--- config.mk ---
export PLATFORM = sky130hd
export DESIGN_NAME = fpu_mul_pipe
export DESIGN_NICKNAME = d
export VERILOG_FILES = /design/src/rtl/fpu_mul_pipe.sv
export SDC_FILE = /design/constraint.sdc
export NUM_CORES = 1
export LEC_CHECK = 0
export BUFFER_PORTS_ARGS = -buffer_cell sky130_fd_sc_hd__buf_4
export CAP_MARGIN = 5
export CORE_ASPECT_RATIO = 1.4
export CORE_MARGIN = 2
export CORE_UTILIZATION = 50
export CTS_BUF_LIST = sky130_fd_sc_hd__clkbuf_16
export DETAILED_ROUTE_END_ITERATION = 8
export GPL_TIMING_DRIVEN = 0
export PLACE_DENSITY = 0.78
export SLEW_MARGIN = 20
export SYNTH_ARGS = -nofsm -noshare
export SYNTH_HDL_FRONTEND = slang
export SYNTH_SLANG_ARGS = --single-unit
--- constraint.sdc ---
create_clock -name clk -period 8.8 [get_ports clk]
set_input_delay 0.44 -clock clk [delete_from_list [all_inputs] [get_ports clk]]
set_output_delay 0.44 -clock clk [all_outputs]
set_load 0.02 [all_outputs]
--- src/rtl/fpu_mul_pipe.sv ---
// fpu_mul_pipe: 3-stage pipelined IEEE-style multiplier with handshake, rounding modes, subnormals and flags
module fpu_mul_pipe #(
  parameter int NEXP = 8,
  parameter int NSIG = 7
) (
  input  logic                     clk,
  input  logic                     rst,
  input  logic                     in_valid,
  output logic                     in_ready,
  input  logic [NEXP+NSIG:0]       a,
  input  logic [NEXP+NSIG:0]       b,
  input  logic [1:0]               rmode,
  output logic                     out_valid,
  input  logic                     out_ready,
  output logic [NEXP+NSIG:0]       p,
  output logic [5:0]               bfFlags,
  output logic [3:0]               exception,
  output logic [3:0]               flags_sticky,
  input  logic                     flags_clr
);
  localparam int W = NEXP + NSIG + 1;
  localparam int EW = NEXP + 2;
  localparam int MW = NSIG + 1;
  localparam int PW = 2 * MW;
  localparam int LW = $clog2(MW + 1);
  localparam int SHW = $clog2(NSIG + 3);
  localparam int BIAS = (1 << (NEXP - 1)) - 1;
  localparam logic [NEXP-1:0] EONES = '1;
  localparam logic [NEXP-1:0] EMAXF = NEXP'((1 << NEXP) - 2);
  localparam logic [NSIG-1:0] ZFRAC = '0;
  localparam logic [NSIG-1:0] QFRAC = NSIG'(1 << (NSIG - 1));
  localparam logic signed [EW-1:0] ONE = 1;
  localparam logic signed [EW-1:0] EMAX = (1 << NEXP) - 1;
  localparam logic [1:0] RNE = 2'd0, RUP = 2'd2, RDN = 2'd3;
  typedef enum logic [1:0] {S_FIN, S_ZERO, S_INF, S_NAN} spec_e;

  function automatic logic [LW-1:0] lzc(input logic [MW-1:0] v);
    lzc = '0;
    for (int i = 0; i < MW; i++) if (v[i]) lzc = LW'(MW - 1 - i);
  endfunction

  logic en;
  assign en = !out_valid || out_ready;
  assign in_ready = en;

  logic sa, sb;
  logic [NEXP-1:0] ea, eb, ea_eff, eb_eff;
  logic [NSIG-1:0] fa, fb;
  logic za, zb, ia, ib, na, nb, sna, snb;
  logic [MW-1:0] siga, sigb, ma_d, mb_d;
  logic [LW-1:0] sha, shb;
  logic signed [EW-1:0] esum_d;
  spec_e sp_d;
  logic inv_d;
  assign {sa, ea, fa} = a;
  assign {sb, eb, fb} = b;
  always_comb begin
    za = ea == '0 && fa == '0;
    zb = eb == '0 && fb == '0;
    ia = ea == EONES && fa == '0;
    ib = eb == EONES && fb == '0;
    na = ea == EONES && fa != '0;
    nb = eb == EONES && fb != '0;
    sna = na && !fa[NSIG-1];
    snb = nb && !fb[NSIG-1];
    siga = {ea != '0, fa};
    sigb = {eb != '0, fb};
    sha = ea == '0 ? lzc(siga) : '0;
    shb = eb == '0 ? lzc(sigb) : '0;
    ma_d = siga << sha;
    mb_d = sigb << shb;
    ea_eff = ea == '0 ? NEXP'(1) : ea;
    eb_eff = eb == '0 ? NEXP'(1) : eb;
    // biased product exponent; subnormals count as emin minus their normalising shift
    esum_d = EW'(ea_eff) + EW'(eb_eff) - EW'(BIAS) - EW'(sha) - EW'(shb);
    sp_d = (na || nb || (ia && zb) || (za && ib)) ? S_NAN : (ia || ib) ? S_INF : (za || zb) ? S_ZERO : S_FIN;
    inv_d = sna || snb || (ia && zb) || (za && ib);
  end

  logic v1_q, sg1_q, inv1_q, v2_q, sg2_q, inv2_q;
  logic signed [EW-1:0] e1_q, e2_q;
  logic [MW-1:0] ma1_q, mb1_q;
  logic [PW-1:0] pr2_q;
  spec_e sp1_q, sp2_q;
  logic [1:0] rm1_q, rm2_q;

  logic signed [EW-1:0] e_n, e_f;
  logic [EW-1:0] shv;
  logic [SHW-1:0] sh;
  logic [PW-1:0] m, sft;
  logic [MW-1:0] kept;
  logic [MW:0] rnd;
  logic tiny, lost, g, st, inexact, inc, ovf, to_inf;
  logic [W-1:0] p_fin, p_d;
  logic [NEXP-1:0] pe;
  logic [NSIG-1:0] pf;
  logic [5:0] bf_d;
  logic [3:0] exc_d, sticky_d;
  always_comb begin
    e_n = e2_q + EW'(pr2_q[PW-1]);
    m = pr2_q[PW-1] ? pr2_q : pr2_q << 1;
    tiny = e_n < ONE;
    shv = ONE - e_n;
    sh = !tiny ? '0 : (shv > EW'(NSIG + 2)) ? SHW'(NSIG + 2) : shv[SHW-1:0];
    sft = m >> sh;
    lost = |(m & ~({PW{1'b1}} << sh));
    kept = sft[PW-1 -: MW];
    g = sft[NSIG];
    st = |sft[NSIG-1:0] || lost;
    inexact = g || st;
    inc = rm2_q == RNE ? g && (st || kept[0]) : rm2_q == RUP ? !sg2_q && inexact : rm2_q == RDN ? sg2_q && inexact : 1'b0;
    rnd = {1'b0, kept} + (MW + 1)'(inc);
    // a subnormal rounding into the hidden bit lands on the minimum normal exponent
    e_f = tiny ? EW'(rnd[NSIG]) : e_n + EW'(rnd[MW]);
    ovf = e_f >= EMAX;
    to_inf = rm2_q == RNE || (rm2_q == RUP && !sg2_q) || (rm2_q == RDN && sg2_q);
    p_fin = ovf ? (to_inf ? {sg2_q, EONES, ZFRAC} : {sg2_q, EMAXF, ~ZFRAC}) : {sg2_q, e_f[NEXP-1:0], rnd[NSIG-1:0]};
    p_d = sp2_q == S_NAN ? {1'b0, EONES, QFRAC} : sp2_q == S_INF ? {sg2_q, EONES, ZFRAC} :
          sp2_q == S_ZERO ? {sg2_q, {(W-1){1'b0}}} : p_fin;
    exc_d = sp2_q == S_NAN ? {inv2_q, 3'b0} : sp2_q == S_FIN ? {1'b0, ovf, tiny && inexact, inexact || ovf} : 4'b0;
    pe = p_d[W-2 -: NEXP];
    pf = p_d[NSIG-1:0];
    bf_d = pe == EONES ? (pf == '0 ? 6'b001000 : pf[NSIG-1] ? 6'b010000 : 6'b100000) :
           pe == '0 ? (pf == '0 ? 6'b000001 : 6'b000010) : 6'b000100;
    sticky_d = (flags_clr ? 4'b0 : flags_sticky) | ((out_valid && out_ready) ? exception : 4'b0);
  end

  always_ff @(posedge clk) begin
    if (rst) begin
      v1_q <= 1'b0;
      sg1_q <= 1'b0;
      inv1_q <= 1'b0;
      e1_q <= '0;
      ma1_q <= '0;
      mb1_q <= '0;
      sp1_q <= S_FIN;
      rm1_q <= '0;
      v2_q <= 1'b0;
      sg2_q <= 1'b0;
      inv2_q <= 1'b0;
      e2_q <= '0;
      pr2_q <= '0;
      sp2_q <= S_FIN;
      rm2_q <= '0;
      out_valid <= 1'b0;
      p <= '0;
      bfFlags <= '0;
      exception <= '0;
      flags_sticky <= '0;
    end else begin
      if (en) begin
        v1_q <= in_valid;
        sg1_q <= sa ^ sb;
        inv1_q <= inv_d;
        e1_q <= esum_d;
        ma1_q <= ma_d;
        mb1_q <= mb_d;
        sp1_q <= sp_d;
        rm1_q <= rmode;
        v2_q <= v1_q;
        sg2_q <= sg1_q;
        inv2_q <= inv1_q;
        e2_q <= e1_q;
        pr2_q <= ma1_q * mb1_q;
        sp2_q <= sp1_q;
        rm2_q <= rm1_q;
        out_valid <= v2_q;
      end
      if (en && v2_q) begin
        p <= p_d;
        bfFlags <= bf_d;
        exception <= exc_d;
      end
      flags_sticky <= sticky_d;
    end
  end
endmodule

### Yosys cells after proc, flatten, opt, wreduce, memory -nomap -nowiden

Index checks and enable logic that the tools add are counted.

* add/subtract/negate cells: 8
* $mul: 1
* $lt $le $gt $ge: 3
* equality and inequality tests: 8
* shifts and indexed selects: 4
* muxes and demuxes: 44
* bitwise operators: 4
* reductions and logical operators: 51

Operators with widths (count)
* two-way mux 4 bit: 20
* two-way mux 15 bit: 3
* two-way mux 16 bit: 2
* equality test 8 bit, second input constant: 3
* zero test 8 bit: 3
* two-way mux 8 bit: 3
* zero test 7 bit: 3
* adder 10 x 1 -> 10 bit: 2
* subtractor 10 x 4 -> 10 bit: 2
* logical AND 1 bit: 18
* two-way mux 6 bit: 3
* AND 16 bit: 1
* multiplier 8 x 8 -> 16 bit: 1
* inverter 16 bit: 1
* nonzero test 8 bit: 2
* OR reduction 16 bit: 1
* left shift 16 x 4 -> 16 bit, first input constant: 1
* left shift 8 x 4 -> 8 bit: 2
* right shift 16 x 4 -> 16 bit: 1
* logical OR 1 bit: 15
* two-way mux 3 bit: 5
* nonzero test 7 bit: 2
* >= comparator 10 x 9 -> 1 bit, second input constant: 1
* greater-than comparator 10 x 4 -> 1 bit, second input constant: 1
* 15 further kinds: 27

* bits in registers: 97
* output and inout port bits: 32

### Longest topological paths before layout

Gate-level depths: netlist of the first run.

* depth in word-level cells: 27
* mapped depth: 38
* mapped depth without buffers: 36

### Least setup slack after synthesis of the first run

Ideal clock, no wire load.

* path kind: flip-flop to flip-flop
* start: register e2_q[0]
* end: register bfFlags[0]
* library setup time: 0.116 ns
* arrival time: 7.077 ns
* path slack: 1.607 ns
* cell stages (with the launch flop): 36
* period minus slack after synthesis: 7.193 ns
* cell sequence: dfxtp_1 ha_1 ha_1 buf_2 xor2_1 ha_1 o21ai_0 o221ai_1 and4b_4 o2111ai_1 nand2_1 buf_2 o211ai_1 nor4b_1 o211ai_1 o32ai_1 o21bai_1 o21ai_0 a21oi_1 ha_1 ha_1 nand3_1 or3b_1 nor3_1 ha_1 ha_1 and2_1 nand4_1 xnor2_1 nor4_1 a41oi_1 nand2b_1 nand2_1 nand2_1 o21ai_1 a41o_1

* longest elaborated chain between the ends: 27
* elaborated cells between the ends (all ways): 36
* classes of those cells: add/sub (4); order compare (3); eq/ne (1); shift (2); mux (14); bitwise (2); reduce/logical (10)

Ends and longest elaborated chain
* start: declaration: line 81 `logic signed [EW-1:0] e1_q, e2_q;`
* start signal: assignment: line 163 `e2_q <= e1_q;`
* adder 10 x 1 -> 10 bit (*): line 100 `e_n = e2_q + EW'(pr2_q[PW-1]);`
* subtractor 2 x 10 -> 10 bit: line 103 `shv = ONE - e_n;`
* greater-than comparator 10 x 4 -> 1 bit: line 104 `sh = !tiny ? '0 : (shv > EW'(NSIG + 2)) ? SHW'(NSIG + 2) : shv[SHW-1:0];`
* two-way mux 4 bit (2 in a row): line 104
* left shift 16 x 4 -> 16 bit: line 106 `lost = |(m & ~({PW{1'b1}} << sh));`
* inverter 16 bit: line 106
* AND 16 bit: line 106
* OR reduction 16 bit: line 106
* [10 not listed]
* two-way mux 15 bit (*): line 117 `p_fin = ovf ? (to_inf ? {sg2_q, EONES, ZFRAC} : {sg2_q, EMAXF, ~ZFRAC}) : {sg2_q, e_f[NEXP-1:0], rnd[NSIG-1:0] ...`
* two-way mux 15 bit (*): line 119 `sp2_q == S_ZERO ? {sg2_q, {(W-1){1'b0}}} : p_fin;`
* two-way mux 15 bit (*): line 118 `p_d = sp2_q == S_NAN ? {1'b0, EONES, QFRAC} : sp2_q == S_INF ? {sg2_q, EONES, ZFRAC} :`
* two-way mux 16 bit (*): line 118
* zero test 7 bit: line 123, 124
* two-way mux 2 bit: line 124 `pe == '0 ? (pf == '0 ? 6'b000001 : 6'b000010) : 6'b000100;`
* two-way mux 3 bit: line 124
* two-way mux 6 bit (*): line 123 `bf_d = pe == EONES ? (pf == '0 ? 6'b001000 : pf[NSIG-1] ? 6'b010000 : 6'b100000) :`
* end signal: assignment: line 147 `bfFlags <= '0;`
* end signal: assignment: line 171 `bfFlags <= bf_d;`
* end: declaration: line 16 `output logic [5:0] bfFlags,`

Every way passes the cells marked *; elsewhere a longest branch is shown, timed or not.
A chain may end at the register's enable or synchronous reset.

### Worst setup path in the final report of the first run

* start: register pr2_q[15]
* end: register bfFlags[0]

* longest elaborated chain between the ends: 27
* elaborated cells between the ends (all ways): 37
* classes of those cells: add/sub (4); order compare (3); eq/ne (1); shift (2); mux (15); bitwise (2); reduce/logical (10)

Ends and longest elaborated chain
* start: declaration: line 83 `logic [PW-1:0] pr2_q;`
* start signal: assignment: line 164 `pr2_q <= ma1_q * mb1_q;`
* adder 10 x 1 -> 10 bit: line 100
* subtractor 2 x 10 -> 10 bit: line 103
* greater-than comparator 10 x 4 -> 1 bit: line 104
* two-way mux 4 bit (2 in a row): line 104
* left shift 16 x 4 -> 16 bit: line 106
* inverter 16 bit: line 106
* AND 16 bit: line 106
* OR reduction 16 bit: line 106
* [10 not listed]
* two-way mux 15 bit (*): line 117
* two-way mux 15 bit (*): line 119
* two-way mux 15 bit (*): line 118
* two-way mux 16 bit (*): line 118
* zero test 7 bit: line 123, 124
* two-way mux 2 bit: line 124
* two-way mux 3 bit: line 124
* two-way mux 6 bit (*): line 123

Marked as above.

==> results of run 1 <==
==> metrics by stage <==
stage / utilization / area [µm²] / cells / hold WS, ps
6_report: 0.578 / 10000 / 1469 / 336
5_1_grt: 0.578 / 10000 / 1469 / 357
3_5_place_dp: 0.557 / 9650 / 1453 / 447
2_1_floorplan: - / 8850 / 1150 / 432
4_1_cts: 0.574 / 9960 / 1469 / 333
3_3_place_gp: 0.557 / 9650 / 1453 / 439
==> how the worst max path moves through the flow <==
stage	endpoint	slack, ps	cells past startpoint	startpoint
2_1_floorplan	bfFlags[0]	1610	35	e2_q[0]
3_3_place_gp	bfFlags[0]	150	34	pr2_q[15]
3_5_place_dp	bfFlags[0]	20	35	pr2_q[15]
4_1_cts	bfFlags[0]	2	35	pr2_q[15]
5_1_grt	bfFlags[0]	-10	37	pr2_q[15]
6_report	bfFlags[0]	530	33	pr2_q[15]
==> synthesized netlist by cell type (7+ instances only) <==
library cell,instances,area share
xor2_1,11,0.011
nand2b_1,10,0.0071
o21ai_0,37,0.021
o31ai_1,8,0.0068
nand3_1,23,0.013
and2_1,43,0.030
nor3_1,28,0.016
dfxtp_1,97,0.22
buf_2,8,0.0045
ha_1,63,0.089
nand2_1,163,0.069
and3_1,8,0.0057
inv_1,103,0.044
xnor2_1,19,0.019
fa_1,43,0.097
nor4_1,9,0.0064
nor2_1,92,0.039
clkbuf_1,49,0.021
o211ai_1,21,0.018
nand4_1,9,0.0064
o21bai_1,12,0.010
mux2_2,12,0.015
a21oi_1,102,0.058
buf_1,7,0.0030
mux2i_1,18,0.020
a21o_1,12,0.010
a211oi_1,18,0.015
==> worst register-to-register path: cells and delay by family (launching register included) <==
family / cells / cell delay [ps]
AND/OR/NAND/NOR: 10 / 2220
flip-flops: 1 / 360
XOR/XNOR: 1 / 350
buffers and inverters: 3 / 870
AO/OA/AOI/OAI: 13 / 2900
adder cells (fa/ha/maj): 6 / 1470
==> registers in the layout, indices dropped and copies added, names as in the netlist, 2 cells and up <==
name	flops
mb1_q	8
bfFlags	6
sp1_q	2
rm1_q	2
p	16
e2_q	10
sp2_q	2
exception	4
rm2_q	2
flags_sticky	4
e1_q	10
pr2_q	16
ma1_q	8
==> timing repair <==
action	4_1_cts	5_1_grt
hold buffers	0	0
setup endpoints to repair	1	21
gates resized for setup	1	16
buffers inserted	0	0
==> power groups by stage <==
stage	Combinational, µW	Clock, µW	Sequential, µW
6_report	636	405	502
5_1_grt	704	426	507
4_1_cts	620	408	502
3_5_place_dp	614	0	511
3_3_place_gp	608	0	510
2_1_floorplan	449	0	511
==> per-layer routing <==
metal | GRT usage | wire length, µm | vias to the layer above
met5 | 0 | 0 | -
met1 | 0.303 | 9670 | 3991
met2 | 0.444 | 12100 | 247
met3 | 0.0315 | 816 | 71
li1 | - | - | 4147
met4 | 0.147 | 1190 | 0
==> layout make-up <==
cell class                      instances  area (µm²)
Timing Repair Buffer                   67         503
Fill cell                            1593        7320
Sequential cell                        97        1940
Clock inverter                          7        77.6
Buffer                                 69         299
Multi-Input combinational cell        880        6280
Clock buffer                            9         225
Tap cell                              236         295
Inverter                              104         390
==> logic make-up (layout without fill, tap and decap cells) <==
logic type,Yosys count,count (layout)
fa+ha+maj,108,108
simple gates,423,423
compound gates,285,285
buf+inv,173,256
flops,97,97
xor+xnor,31,31
mux,33,33
==> impl_metrics.toml, run 1 <==
[run_status]
status = "finished clean"

[power]
irDropWorstVdd_v = 0.0000944
p_total_uw = 1540
intPower_uw = 951
powerDensity_nw_per_um2 = 154
combPwrFrac = 0.412
power_frac_clock = 0.262
seq_power_share = 0.325
p_sw_frac = 0.384
p_leak_uw = 0.00444
p_switching_uw = 593

[clocking]
clock-root-buffer = "clkbuf_16"
clk_pin_slew_ps = 80
insertion_delay_ps = 360
tritoncts = "yes"
ctsHtreeMaxLevel = 3
cts_buffer_depth = 2
numCtsBuffers = 9
cts.sinks = 97

[place]
port_buffers = 67
place.gp.congestion = 0.960
dp_hpwl_um = 18800
dp_slack_ps = 21.8

[setup_path]
critPathCaptureType = "flip-flop"
critPathMaxFanout = 10
rr_endpoint = "bfFlags[0]"
critical-path-slowest-cell = "or4_4"
critPathMaxStageDelay_ps = 460
cp_top_family = "compound AO/OA/AOI/OAI gates"
r2r_slack_ps = 530
timing.critical_path.buf_inv = 3
r2r_start = "pr2_q[15]"
crit_path_frequent_cell = "ha_1"
r2r_cells = 33
cp.arrival_ps = 8520
worstPathRequired_ps = 9050
start_kind = "flip-flop"
crit_type = "flip-flop to flip-flop"

[finish]
final_cell_mix = "nand2_1 (162), inv_1 (104), a21oi_1 (101)"
drive_gt1_frac = 0.112
diodes = 0
final_common_cell = "nand2_1"
fin_nets = 1373
area_delta_synth_final_pct = 13.1

[global_routing]
grt_max_degree = 18
grtUsageTotal = 0.257
grt_pass1_wl_um = 38800
grt-ovfl-total = 0
antenna_found_initial = 0
grt_pass1_vias = 8091

[die]
initial_utilization = 0.511
die_w_um = 116
core-area_um2 = 17300
pin_count = 71
die_area_um2 = 18800
die_h_um = 161
placementRows = 57

[sta]
tns_ps = 0
setup_slack_ps = 530
setup_violations = 0
slew_headroom = 0.420
fin_crit_ps = 8270
max_freq_mhz = 121
min_period_over_period = 0.940
rsz0062_at_grt = "yes"
worstMarginPinSlew_ps = 869
maxSlewViolCount = 0
finalHoldViolations = 0
worst_clock_skew_ps = 12.7

[logic_synthesis]
syn-num-nets = 1295
async_reset_ff_frac = 0
synth_edf_count = 0
yosysSeqAreaShare = 0.219
muxShareOfSynthArea = 0.0416
synth_adder_area_share = 0.189
ys_ff_latch = 97
synthSimpleGateAreaFrac = 0.228
synth_compound_area_frac = 0.214
synth_top_family_by_area = "simple AND/OR/NAND/NOR gates"
synth_cell_type_count = 83
syn_avg_cell_area_um2 = 7.70
synthCells = 1150
synth_xor_xnor_area_share = 0.0315
synth_area_um2 = 8850
yosysWarnings = 0
synth_top_flop_cell = "dfxtp_1"

[drt]
drtIter0Drc = 487
finalWirelength_um = 23700
firstDrtPassIters = 5
post_drt_wl_per_cell_um = 16.2
postRouteAntennaNets = 0
vias = 8456
viasPerCell = 5.76
drcViolationCount = 0

[job]
drv_cap = 0

[hold_path]
whs_path_depth = 3
min_to = "v1_q"
hold_path.startpoint = "in_valid"
hold_class = "primary input to flip-flop"
Note: power is estimated with default switching activity, not from simulation.
==> run 2: changes to the inputs <==
--- a/config.mk
+++ b/config.mk
@@ -9,11 +9,10 @@
 export CAP_MARGIN = 5
 export CORE_ASPECT_RATIO = 1.4
 export CORE_MARGIN = 2
-export CORE_UTILIZATION = 50
-export CTS_BUF_LIST = sky130_fd_sc_hd__clkbuf_16
+export CORE_UTILIZATION = 45
 export DETAILED_ROUTE_END_ITERATION = 8
 export GPL_TIMING_DRIVEN = 0
-export PLACE_DENSITY = 0.78
+export PLACE_DENSITY = 0.73
 export SLEW_MARGIN = 20
 export SYNTH_ARGS = -nofsm -noshare
 export SYNTH_HDL_FRONTEND = slang
==> run 2 against run 1 <==
Against the previous run: routed wire length grew 4.8%; via count grew 0.53%; cell count grew 0.95%; clock-buffer cell count is the same; sequential cell count is the same; non-clock buffer count grew 2; cell area grew 0.49%; hold slack gained 3.3 ps; critical path type unchanged; critical endpoint is now p[13]; highest routed layer unchanged.
==> impl_metrics.toml, run 2 (synthesized netlist as in run 1, its figures left out) <==
[finish]
regArea_um2 = 1940
area_delta_synth_final_pct = 13.7
drive_gt1_frac = 0.114
final-instance-count-excl-fill = 1483
final_cell_mix = "nand2_1 (162), inv_1 (103), a21oi_1 (101)"
fin_nets = 1375
diodes = 0
fin_area_um2 = 10100
final_common_cell = "nand2_1"
reg.largest.list = "p: 16 flops, pr2_q: 16 flops"
multi_input_area_um2 = 6290
fillers = 1876

[sta]
worstMarginPinSlew_ps = 933
slew_headroom = 0.373
max_freq_mhz = 121
holdWs_ps = 340
setup_slack_ps = 544
finalHoldViolations = 0
setup_violations = 0
fin_crit_ps = 8260
worst_clock_skew_ps = 14.0
min_period_over_period = 0.938
maxSlewViolCount = 0

[setup_path]
crit_path_frequent_cell = "ha_1"
r2r_cells = 35
endpoint = "p[13]"
cp.arrival_ps = 8540
crit_start = "e2_q[0]"
timing.critical_path.buf_inv = 3
r2r_start = "e2_q[0]"
critPathMaxStageDelay_ps = 430
cp_num_cells = 35
critical-path-slowest-cell = "or3b_1"
start_kind = "flip-flop"
critPathMaxFanout = 10
critPathCaptureType = "flip-flop"
cp_top_family = "compound AO/OA/AOI/OAI gates"
crit_type = "flip-flop to flip-flop"
rr_endpoint = "p[13]"
worstPathRequired_ps = 9080
r2r_slack_ps = 540

[clocking]
numCtsBuffers = 9
cts_buffer_depth = 2
clock-root-buffer = "clkbuf_16"
cts.sinks = 97
insertion_delay_ps = 360
clk_pin_slew_ps = 80
ctsHtreeMaxLevel = 3
tritoncts = "yes"

[global_routing]
grtUsageTotal = 0.242
grt_pass1_vias = 8219
grtUsageMet1 = 0.273
grt_pass1_wl_um = 40200
use_met3 = 0.0251
grt_max_degree = 19
antenna_found_initial = 0
grt-ovfl-total = 0
met2_usage = 0.450
busiest_layer = "met2"

[drt]
finalWirelength_um = 24900
post_drt_wl_per_cell_um = 16.8
postRouteAntennaNets = 0
drtIter0Drc = 494
vias = 8501
drcViolationCount = 0
firstDrtPassIters = 5
viasPerCell = 5.73

[place]
postPlaceCellArea_um2 = 9670
dp_hpwl_um = 19800
dp_slack_ps = 103
port_buffers = 67
place.gp.congestion = 0.936
place_inst = 1465

[job]
drv_cap = 0

[hold_path]
hold_class = "primary input to flip-flop"
hold_path.startpoint = "rmode[0]"
whs_path_depth = 3

[die]
die_h_um = 170
core-area_um2 = 19300
initial_utilization = 0.459
die_w_um = 123
placementRows = 60
pin_count = 71
die_area_um2 = 20800

[power]
powerDensity_nw_per_um2 = 155
p_leak_uw = 0.00447
irDropWorstVdd_v = 0.000102

[run_status]
status = "finished clean"
run 2: per-stage QoR:
step | total power (µW) | TNS [ps] | util
floorplan | 960 | 0 | -
global placement | 1120 | 0 | 0.501
detailed placement | 1130 | 0 | 0.501
CTS | 1550 | 0 | 0.517
global route | 1650 | -63.2 | 0.522
finish | 1560 | 0 | 0.522
run 2: repair_timing:
item,in CTS,in global routing
setup buffers,0,2
hold buffers,0,0
endpoints found under the setup margin,0,21
gates resized for setup,0,16
hold endpoints to repair,0,0
run 2: area by class of cell:
class	instances	share of cell area
repair buffers	69	0.0515
multi-input cells	880	0.625
plain buffers	69	0.0296
flip-flops and latches	97	0.193
clock inverters	7	0.00870
well taps	248	0.0308
inverters	104	0.0388
clock buffers	9	0.0224
run 2: worst min path at each step:
| stage | endpoint | slack, ps |
|---|---|---|
| finish | rm1_q[0] | 340 |
| global route | rm1_q[1] | 340 |
| CTS | rm1_q[0] | 330 |
| detailed placement | rm1_q[1] | 440 |
| global placement | e1_q[8] | 440 |
| floorplan | inv2_q | 430 |
run 2: tightest hold or removal path, cell delays in order:
cell and delay, ps:
buf_4 110, nand2_1 50, a21oi_1 60
run 2: routing by layer:
| metal | share of wire | wire length (µm) | vias up |
|---|---|---|---|
| li1 | - | - | 4151 |
| met1 | 0.39 | 9690 | 4017 |
| met2 | 0.53 | 13200 | 270 |
| met3 | 0.043 | 1070 | 63 |
| met4 | 0.036 | 891 | 0 |
| met5 | 0 | 0 | - |
run 2: power by group:
part / switching [µW] / internal, µW
Clock: 189 / 227
Sequential: 28.5 / 475
Combinational: 390 / 255
